File: config.mk
export PLATFORM = sky130hd
export DESIGN_NAME = alu_seq_ctrl
export DESIGN_NICKNAME = d
export VERILOG_FILES = /design/src/rtl/alu_pkg.sv /design/src/rtl/alu_core.sv /design/src/rtl/alu_seq_ctrl.sv
export SDC_FILE = /design/constraint.sdc
export NUM_CORES = 1
export LEC_CHECK = 0
export CORE_MARGIN = 5
export CORE_UTILIZATION = 66
export DETAILED_ROUTE_END_ITERATION = 16
export PLACE_DENSITY_LB_ADDON = 0.3
export SYNTH_ARGS = -nofsm -noshare
export SYNTH_HDL_FRONTEND = slang
export SYNTH_SLANG_ARGS = --single-unit
File: constraint.sdc
create_clock -name clk -period 15.2 [get_ports clk]
set_input_delay 2.28 -clock clk [delete_from_list [all_inputs] [get_ports clk]]
set_output_delay 2.28 -clock clk [all_outputs]
set_load 0.02 [all_outputs]
File: src/rtl/alu_pkg.sv
// Shared definitions for the 4-bit ALU core and its program sequencer.
// Holds the opcode encodings, the sequencer state encoding and the value
// returned for divide/modulo by zero.
package alu_pkg;

  localparam logic [3:0] OP_ADD  = 4'd0;
  localparam logic [3:0] OP_SUB  = 4'd1;
  localparam logic [3:0] OP_MUL  = 4'd2;
  localparam logic [3:0] OP_DIV  = 4'd3;
  localparam logic [3:0] OP_AND  = 4'd4;
  localparam logic [3:0] OP_OR   = 4'd5;
  localparam logic [3:0] OP_XOR  = 4'd6;
  localparam logic [3:0] OP_NAND = 4'd7;
  localparam logic [3:0] OP_NOR  = 4'd8;
  localparam logic [3:0] OP_NOT  = 4'd9;
  localparam logic [3:0] OP_MOD  = 4'd10;
  localparam logic [3:0] OP_SHL  = 4'd11;
  localparam logic [3:0] OP_SHR  = 4'd12;

  localparam logic [7:0] DIVZ_RESULT = 8'hFF;

  typedef enum logic [1:0] {
    S_IDLE = 2'd0,
    S_RUN  = 2'd1,
    S_DONE = 2'd2
  } state_t;

endpackage

File: src/rtl/alu_core.sv
// Combinational 4-bit ALU.
// Ports:
//   op     [3:0] in  : opcode (see alu_pkg)
//   x      [3:0] in  : first operand
//   y      [3:0] in  : second operand
//   result [7:0] out : 8-bit result
//   divz         out : divide or modulo by zero (result forced to DIVZ_RESULT)
module alu_core
  import alu_pkg::*;
(
  input  logic [3:0] op,
  input  logic [3:0] x,
  input  logic [3:0] y,
  output logic [7:0] result,
  output logic       divz
);

  logic [7:0] xz, yz, xs, ys;

  assign xz = {4'h0, x};
  assign yz = {4'h0, y};
  // Subtraction treats both operands as 4-bit two's complement.
  assign xs = {{4{x[3]}}, x};
  assign ys = {{4{y[3]}}, y};

  always_comb begin
    result = 8'h00;
    divz   = 1'b0;
    case (op)
      OP_ADD:  result = xz + yz;
      OP_SUB:  result = xs - ys;
      OP_MUL:  result = xz * yz;
      OP_DIV: begin
        if (y == 4'h0) begin
          result = DIVZ_RESULT;
          divz   = 1'b1;
        end else begin
          result = xz / yz;
        end
      end
      OP_AND:  result = {4'h0, x & y};
      OP_OR:   result = {4'h0, x | y};
      OP_XOR:  result = {4'h0, x ^ y};
      OP_NAND: result = {4'h0, ~(x & y)};
      OP_NOR:  result = {4'h0, ~(x | y)};
      OP_NOT:  result = ~{y, x};
      OP_MOD: begin
        if (y == 4'h0) begin
          result = DIVZ_RESULT;
          divz   = 1'b1;
        end else begin
          result = xz % yz;
        end
      end
      OP_SHL:  result = xz << y;
      OP_SHR:  result = xz >> y;
      default: result = 8'h00;
    endcase
  end

endmodule

File: src/rtl/alu_seq_ctrl.sv
// Program sequencer for the 4-bit ALU core. Buffers {opcode, operand} steps
// and runs them back-to-back on an 8-bit accumulator, chaining acc[3:0] into
// each following step as x.
// Ports:
//   clk, rst_n (sync, active-low), ena (clock enable, freezes all state)
//   load_valid/load_op/load_operand : append one step (IDLE only)
//   clear : empty buffer and clear ovf (IDLE only, wins over load)
//   start/init : run the buffer from acc = {4'h0, init} (IDLE, count > 0)
//   busy, done : decoded from state
//   err : sticky divide/modulo by zero, cleared on accepted start
//   ovf : sticky load-while-full, cleared by clear
//   acc : accumulator, count : buffered steps
//
// state  | meaning
// S_IDLE | accept load/clear/start
// S_RUN  | apply step pc each enabled edge
// S_DONE | one-cycle done pulse, then back to IDLE
module alu_seq_ctrl
  import alu_pkg::*;
#(
  parameter int unsigned DEPTH = 4
) (
  input  logic                       clk,
  input  logic                       rst_n,
  input  logic                       ena,
  input  logic                       load_valid,
  input  logic [3:0]                 load_op,
  input  logic [3:0]                 load_operand,
  input  logic                       clear,
  input  logic                       start,
  input  logic [3:0]                 init,
  output logic                       busy,
  output logic                       done,
  output logic                       err,
  output logic                       ovf,
  output logic [7:0]                 acc,
  output logic [$clog2(DEPTH):0]     count
);

  localparam int unsigned AW = $clog2(DEPTH);
  localparam int unsigned CW = AW + 1;
  localparam logic [CW-1:0] FULL = CW'(DEPTH);

  state_t          state_q, state_d;
  logic [7:0]      acc_q, acc_d;
  logic [CW-1:0]   count_q, count_d;
  logic [AW-1:0]   wptr_q, wptr_d;
  logic [AW-1:0]   pc_q, pc_d;
  logic            err_q, err_d;
  logic            ovf_q, ovf_d;
  logic [3:0]      buf_op_q  [DEPTH];
  logic [3:0]      buf_op_d  [DEPTH];
  logic [3:0]      buf_opd_q [DEPTH];
  logic [3:0]      buf_opd_d [DEPTH];

  logic [7:0]      alu_result;
  logic            alu_divz;
  logic            last_step;

  alu_core u_alu (
    .op     (buf_op_q[pc_q]),
    .x      (acc_q[3:0]),
    .y      (buf_opd_q[pc_q]),
    .result (alu_result),
    .divz   (alu_divz)
  );

  assign last_step = ({1'b0, pc_q} == (count_q - CW'(1)));

  always_comb begin
    state_d   = state_q;
    acc_d     = acc_q;
    count_d   = count_q;
    wptr_d    = wptr_q;
    pc_d      = pc_q;
    err_d     = err_q;
    ovf_d     = ovf_q;
    buf_op_d  = buf_op_q;
    buf_opd_d = buf_opd_q;

    case (state_q)
      S_IDLE: begin
        if (clear) begin
          count_d = '0;
          wptr_d  = '0;
          ovf_d   = 1'b0;
        end else if (load_valid) begin
          if (count_q < FULL) begin
            buf_op_d[wptr_q]  = load_op;
            buf_opd_d[wptr_q] = load_operand;
            wptr_d            = wptr_q + AW'(1);
            count_d           = count_q + CW'(1);
          end else begin
            ovf_d = 1'b1;
          end
        end
        if (start && (count_q != '0)) begin
          acc_d   = {4'h0, init};
          pc_d    = '0;
          err_d   = 1'b0;
          state_d = S_RUN;
        end
      end
      S_RUN: begin
        acc_d = alu_result;
        if (alu_divz) err_d = 1'b1;
        pc_d = pc_q + AW'(1);
        if (last_step) state_d = S_DONE;
      end
      S_DONE: begin
        state_d = S_IDLE;
      end
      default: begin
        state_d = S_IDLE;
      end
    endcase
  end

  always_ff @(posedge clk) begin
    if (!rst_n) begin
      state_q <= S_IDLE;
      acc_q   <= '0;
      count_q <= '0;
      wptr_q  <= '0;
      pc_q    <= '0;
      err_q   <= 1'b0;
      ovf_q   <= 1'b0;
    end else if (ena) begin
      state_q <= state_d;
      acc_q   <= acc_d;
      count_q <= count_d;
      wptr_q  <= wptr_d;
      pc_q    <= pc_d;
      err_q   <= err_d;
      ovf_q   <= ovf_d;
    end
  end

  // Buffer contents need no reset; count gates what is ever read.
  always_ff @(posedge clk) begin
    if (ena) begin
      buf_op_q  <= buf_op_d;
      buf_opd_q <= buf_opd_d;
    end
  end

  assign busy  = (state_q == S_RUN) || (state_q == S_DONE);
  assign done  = (state_q == S_DONE);
  assign err   = err_q;
  assign ovf   = ovf_q;
  assign acc   = acc_q;
  assign count = count_q;

endmodule

# After elaboration in Yosys (flattened, before gate mapping)
# Cells that the tools add are included.
dict set report word_totals {
  inputBits 18
  out_inout_bits 15
  register_bits 51
  word_cells 109
}
dict set report classes {
  shifts 2
  n_addsub 6
  n_div 2
  n_reduce_logical 17
  n_mux 34
  eq_ne 19
  bitwise 9
  multipliers 1
  magnitude_cmp 4
}
# cell count
set ops {}
lappend ops {{8-bit one-hot mux with 13 select lines} 1}
lappend ops {{16-bit bitwise mux} 2}
lappend ops {{8-bit two-way mux} 3}
lappend ops {{4-bit equality test, second input constant} 5}
lappend ops {{4-bit two-way mux} 5}
lappend ops {{4-bit binary-select mux with 2-bit select} 2}
lappend ops {{4-bit by 3-bit equality test with 1-bit output, second input constant} 4}
lappend ops {{8-bit one-hot mux with 2 select lines} 1}
lappend ops {{2-bit two-way mux} 6}
lappend ops {{4-bit AND reduction} 3}
lappend ops {{3-bit two-way mux} 3}
lappend ops {{4-bit demux with 2-bit select} 1}
lappend ops {{4-bit by 4-bit divider with 8-bit output} 1}
lappend ops {{4-bit by 2-bit equality test with 1-bit output, second input constant} 2}
lappend ops {{4-bit logical NOT} 2}
lappend ops {{4-bit by 4-bit modulo with 8-bit output} 1}
lappend ops {{4-bit by 4-bit multiplier with 8-bit output} 1}
lappend ops {{2-bit != test, second input constant} 4}
lappend ops {{4-bit inverter} 2}
lappend ops {{8-bit inverter} 1}
lappend ops {{2-bit one-hot mux with 2 select lines} 2}
lappend ops {{4-bit by 4-bit left shift with 8-bit output} 1}
lappend ops {{4-bit by 4-bit right shift with 8-bit output} 1}
lappend ops {{1-bit two-way mux} 7}
lappend ops {{other kinds (26)} 33}

# Longest topological paths before layout
dict set report logic_depth {
  ltp_word 9
  depth_mapped 47
  depth_no_buf 45
}

# Hierarchy
# Synthesis repeated with hierarchy kept, for this count alone.
dict set report hier_totals {
  cells_unflattened 616
  area_unflattened_um2 5539.1
}
# mod area_per_inst_um2 cells_each instances seq_area_each_um2
set modules_own_cells {}
lappend modules_own_cells {alu_core 3387.0 464 1 0.0}
lappend modules_own_cells {alu_seq_ctrl 2152.1 152 1 1341.3}

# Worst setup path before layout
# No wires, ideal clock.
dict set report synth_timing {
  kind {register to register}
  startpoint {register pc_q[0]}
  endpoint {register acc_q[1], in the netlist acc[1]}
  stages_incl_launch_ff 40
  path_buffers 3
  required_time_ps 15085
  setup_time_ps 115
  t_arrival_ps 9693
  setup_slack_ps 5392
  period_less_slack_ps 9808
  cell_sequence {dfxtp_1 > buf_6 > mux4_2 > clkbuf_1 > clkinv_1 > ha_1 > or2_2 > o211a_1 > mux2_2 > ha_1 > or3_1 > o22ai_1 > nor2_1 > ha_1 > o21a_1 > o21a_1 > o21ai_0 > nand2b_1 > (+4 left out) > o221ai_1 > o31a_1 > buf_6 > mux2_4 > ha_1 > nand2_1 > o21ai_1 > nand2b_1 > nor2_4 > mux2i_1 > fa_1 > a21o_1 > a21oi_1 > o211ai_1 > a211oi_1 > a21o_4 > mux2_1 > o21a_1}
}
dict set report synth_between {
  elab_chain_cells 8
  word_cells_on_any_way 37
  cone_classes {add/sub (2); mul (1); div (2); eq/ne (12); shift (2); mux (10); bitwise (6); reduce/logical (2)}
}
# element line_no
set synth_rtl {}
lappend synth_rtl {{start, declared} alu_seq_ctrl.sv:48} ;# logic [AW-1:0] pc_q, pc_d;
lappend synth_rtl {{start signal, assigned} alu_seq_ctrl.sv:133} ;# pc_q <= pc_d;
lappend synth_rtl {{2-bit inverter with 3-bit output (not written as such) (*)} {alu_seq_ctrl.sv:61, alu_seq_ctrl.sv:63}}
lappend synth_rtl {{4-bit binary-select mux with 2-bit select} alu_seq_ctrl.sv:63} ;# .y (buf_opd_q[pc_q]),
lappend synth_rtl {{4-bit two-way mux (not written as such) (2 in series)} alu_seq_ctrl.sv:63}
lappend synth_rtl {{4-bit by 4-bit modulo with 8-bit output (tied with other cells)} alu_core.sv:52} ;# result = xz % yz;
lappend synth_rtl {{8-bit two-way mux (tied with other cells)} alu_core.sv:48} ;# if (y == 4'h0) begin
lappend synth_rtl {{8-bit one-hot mux with 13 select lines (*)} alu_core.sv:29} ;# case (op)
lappend synth_rtl {{8-bit one-hot mux with 2 select lines (*)} alu_seq_ctrl.sv:81} ;# case (state_q)
lappend synth_rtl {{end signal, assigned} alu_seq_ctrl.sv:122} ;# acc_q <= '0;
lappend synth_rtl {{end signal, assigned} alu_seq_ctrl.sv:130} ;# acc_q <= acc_d;
lappend synth_rtl {{end, declared} alu_seq_ctrl.sv:45} ;# logic [7:0] acc_q, acc_d;
# Mark *: on every way between the ends. The rest lies on a longest branch, timed or not. The select of a mux whose other input is x is not followed.
# A chain may end at the register's enable or synchronous reset.

# Worst setup path after layout
# Same ends and word-level chain as after synthesis.

==> metrics.md <==
| Metric | Value |
|---|---|
| Final setup vio count | `0` |
| Synth Area in Adders | `between 15 and 20%` |
| CTS sink count | `51` |
| Largest net degree at the start of global routing | `24` |
| Resized cells post-CTS | `0` |
| WP data required | `15.42 ns` |
| Top cells by count, synth | `63 x ha_1, 51 x a21oi_1, 50 x nand2_1` |
| Setup WS post-layout | `3.57 ns` |
| Total of max-cap violations | `0` |
| Critical path's slowest cell | `dfxtp_1` |
| Num CTS Buffers | `5` |
| Synth warn | `0` |
| Main combinational cell family by area after synthesis | `compound AO/OA/AOI/OAI gates` |
| Crit-path max FO | `23` |
| GP Congestion | `1.03` |
| Number of synthesized flops with an enable pin | `32` |
| NumNets Final | `740` |
| Synth area leader | `edfxtp_1` |
| Register area share after synthesis | `approximately a quarter` |
| Core Area | `just over 8000 sq um` |
| Initial antenna violation count | `0` |
| Die height | `101 um` |
| Setup TNS | `0 ns` |
| DRC | `0` |
| Starting Density | `about two thirds` |
| Max Buffers Root-to-Sink | `2` |
| CP top delay family | `compound AO/OA/AOI/OAI gates` |
| Arr. time, crit path | `11.85 ns` |
| Worst Skew | `between 0.01 and 0.015 ns` |
| Max Clk Rate | `between 80 and 90 MHz` |
| Power density over the cells | `82.7 nW/um^2` |
| CTS root buf | `clkbuf_8` |
| CP endpoint kind | `flop` |
| Syn avg cell area | `slightly below 9 sq um` |
| Final hold violations | `0` |
| Total number of vias | `slightly above 5000` |
| Met2 wire len | `7350 um` |
| Metal-1 WL | `around 6000 um` |
| Routed vias/inst | `6.83` |
| Worst relative slew slack | `between 30% and 40%` |
| Tcrit/Tclk final | `76.5%` |
| Share of post-route cells with drive strength above 1 | `under 10%` |
| Starting DRT DRC Count | `~510` |
| # diodes | `0` |
| Port buffer count | `32` |
| CP peak stage delay | `about 0.8 ns` |
| RSZ-0062 raised after global routing | `false` |
| Hold Path Class | `reg -> reg` |
| Worst Max-Slew Pin Slew | `1.01 ns` |
| CTS tree | `built` |
| Setup bufs post-CTS | `0` |
| Flops & latches, synth | `slightly above 50` |
| Synth Area in Compound Gates | `approximately 25%` |
| DR pass1 iterations | `5` |
| Average routed wire per standard cell | `19.9 um` |
| Syn Inst Count | `630` |
| Vias in the first global route | `5028` |
| Crit path buffers/inverters | `1` |
| Antenna-violating nets left | `0` |
| Chip Width | `approximately 100 um` |
| Dominant synthesized flop cell | `edfxtp_1` |
| LEAKAGE | `between 0.002 and 0.0025 uW` |
| FFs w/ async S/R, synth | `0%` |
| Synth Area in Simple Gates | `19.3%` |
| Skew-Pair Late Insertion Delay | `approximately 0.31 ns` |
| Std cell rows | `33` |
| Wire length on met3 | `approximately 1200 um` |
| CTS H-tree lvls | `2` |
| XOR/XNOR Fraction of Synth Area | `between 3 and 4%` |
| Top sig layer | `met4` |
| Post-synth top area share | `17.5%` |
| Type of the worst setup path | `reg -> reg` |
| Total GRT Usage | `a little under a third` |
| Pre-CTS setup slack | `between 3 and 4 ns` |
| Post-Syn Area | `between 5000 and 6000 sq um` |
| First-pass GRT wire length | `approximately 25000 um` |
| P&R area growth vs syn | `8.31%` |
| Die area | `just over 10000 sq um` |
| Detail Placement HPWL | `approximately 12000 um` |
| CTS clock-pin slew for the worst setup and hold paths | `about 0.11 ns` |
| CTS Hold Bufs | `0` |
| Most numerous cell in the Yosys netlist | `ha_1` |
| Fin crit period | `11.63 ns` |
| Crit-path most repeated cell | `ha_1` |
| Synth area leaders | `edfxtp_1 17%, ha_1 14%, dfxtp_1 6.9%` |
| I/O pin count | `33` |
| Peak supply drop | `~0.083 mV` |
| Cell variety after synth | `81` |
| Post-synthesis mux area share | `5.96%` |
| Final WL | `roughly 15000 um` |
| Remaining global-route overflow | `0` |
| Outcome | `completed` |
| Crit start category | `flop` |
| Slew Viols, Final | `0` |
[power breakdown]
group	leakage (uW)	internal, uW	switching [uW]	total, uW
sequential	0.000443	149	2.64	152
combinational	0.00184	103	158	261
clock	0.0000418	32.2	47.2	79.4
[tightest hold or removal path: cells and delay by family (launching register included)]
family	cells	cell delay, ns
DFF	1	0.34
and+or+nand+nor	1	0.07
AOI/OAI and AO/OA	1	0.04
[path summary, 6_finish.rpt]
| path | start | endpoint | slack, ns | cells after the start |
|---|---|---|---|---|
| hold reg to reg | ovf$_SDFFE_PN0P_ | ovf$_SDFFE_PN0P_ | 0.48 | 2 |
| setup reg to reg | pc_q[0]$_SDFFE_PN0P_ | acc[1]$_SDFFE_PN0P_ | 3.57 | 37 |
| setup / recovery | pc_q[0]$_SDFFE_PN0P_ | acc[1]$_SDFFE_PN0P_ | 3.57 | 37 |
| hold / removal | ovf$_SDFFE_PN0P_ | ovf$_SDFFE_PN0P_ | 0.48 | 2 |
[metrics by stage]
stage / util, % / cells / hold WS [ns] / total power, uW / cell area (sq um)
floorplan: - / 633 / 0.512 / 352 / 5510
global placement: 71.7 / 750 / 0.454 / 396 / 5870
detailed placement: 71.7 / 750 / 0.459 / 406 / 5870
CTS: 72.8 / 758 / 0.484 / 485 / 5950
global route: 72.8 / 758 / 0.530 / 518 / 5950
finish: 72.8 / 758 / 0.479 / 492 / 5950
[flip-flops by register name (all words and copies together), names as in the netlist]
register,count
buf_opd_q,16
pc_q,2
ovf,1
state_q,2
count,3
buf_op_q,16
acc,8
err,1
wptr_q,2
[layer usage]
metal	GRT usage [%]	vias to the layer above
met2	52.4	269
met5	0	-
met3	5.03	66
li1	-	2419
met4	10.4	0
met1	37.5	2424
[placed cells by master (no fill, tap or decap), drive strengths merged, types with 4 or more instances in the layout]
master and count:
nor4 5, conb 4, a31oi 5, xor2 7
a211oi 14, o211ai 11, clkbuf 5, o31a 4
mux4 7, or3 7, a21oi 52, and2 12
nand2b 8, clkinv 4, o221ai 4, inv 32
o31ai 4, o22a 4, nand2 50, or2 4
and3 5, o22ai 11, nand3 12, o221a 4
nor2b 10, a21o 13, clkdlybuf4s50 32, nor3 29
edfxtp 32, dfxtp 19, a22oi 8, ha 63
o21ai 28, o21a 12, mux2 5, fa 7
nor2 49, xnor2 15, mux2i 11
[logic make-up (layout without fill, tap and decap cells)]
family                   Yosys count  in the layout
multiplexers                      23             23
other                              1              4
buffers and inverters             56             76
AO/OA/AOI/OAI                    200            200
XOR/XNOR                          22             22
adder cells (fa/ha/maj)           71             71
AND/OR/NAND/NOR                  206            206
flip-flops                        51             51
[cell type report]
cell class	instances	area, sq um
Multi-Input combinational cell	526	3930
Fill cell	638	2220
Sequential cell	51	1340
Timing Repair Buffer	34	335
Tap cell	105	131
Inverter	34	128
Clock buffer	5	68.8
Clock inverter	3	20.0
No activity file was read; power rests on OpenSTA's default activity.
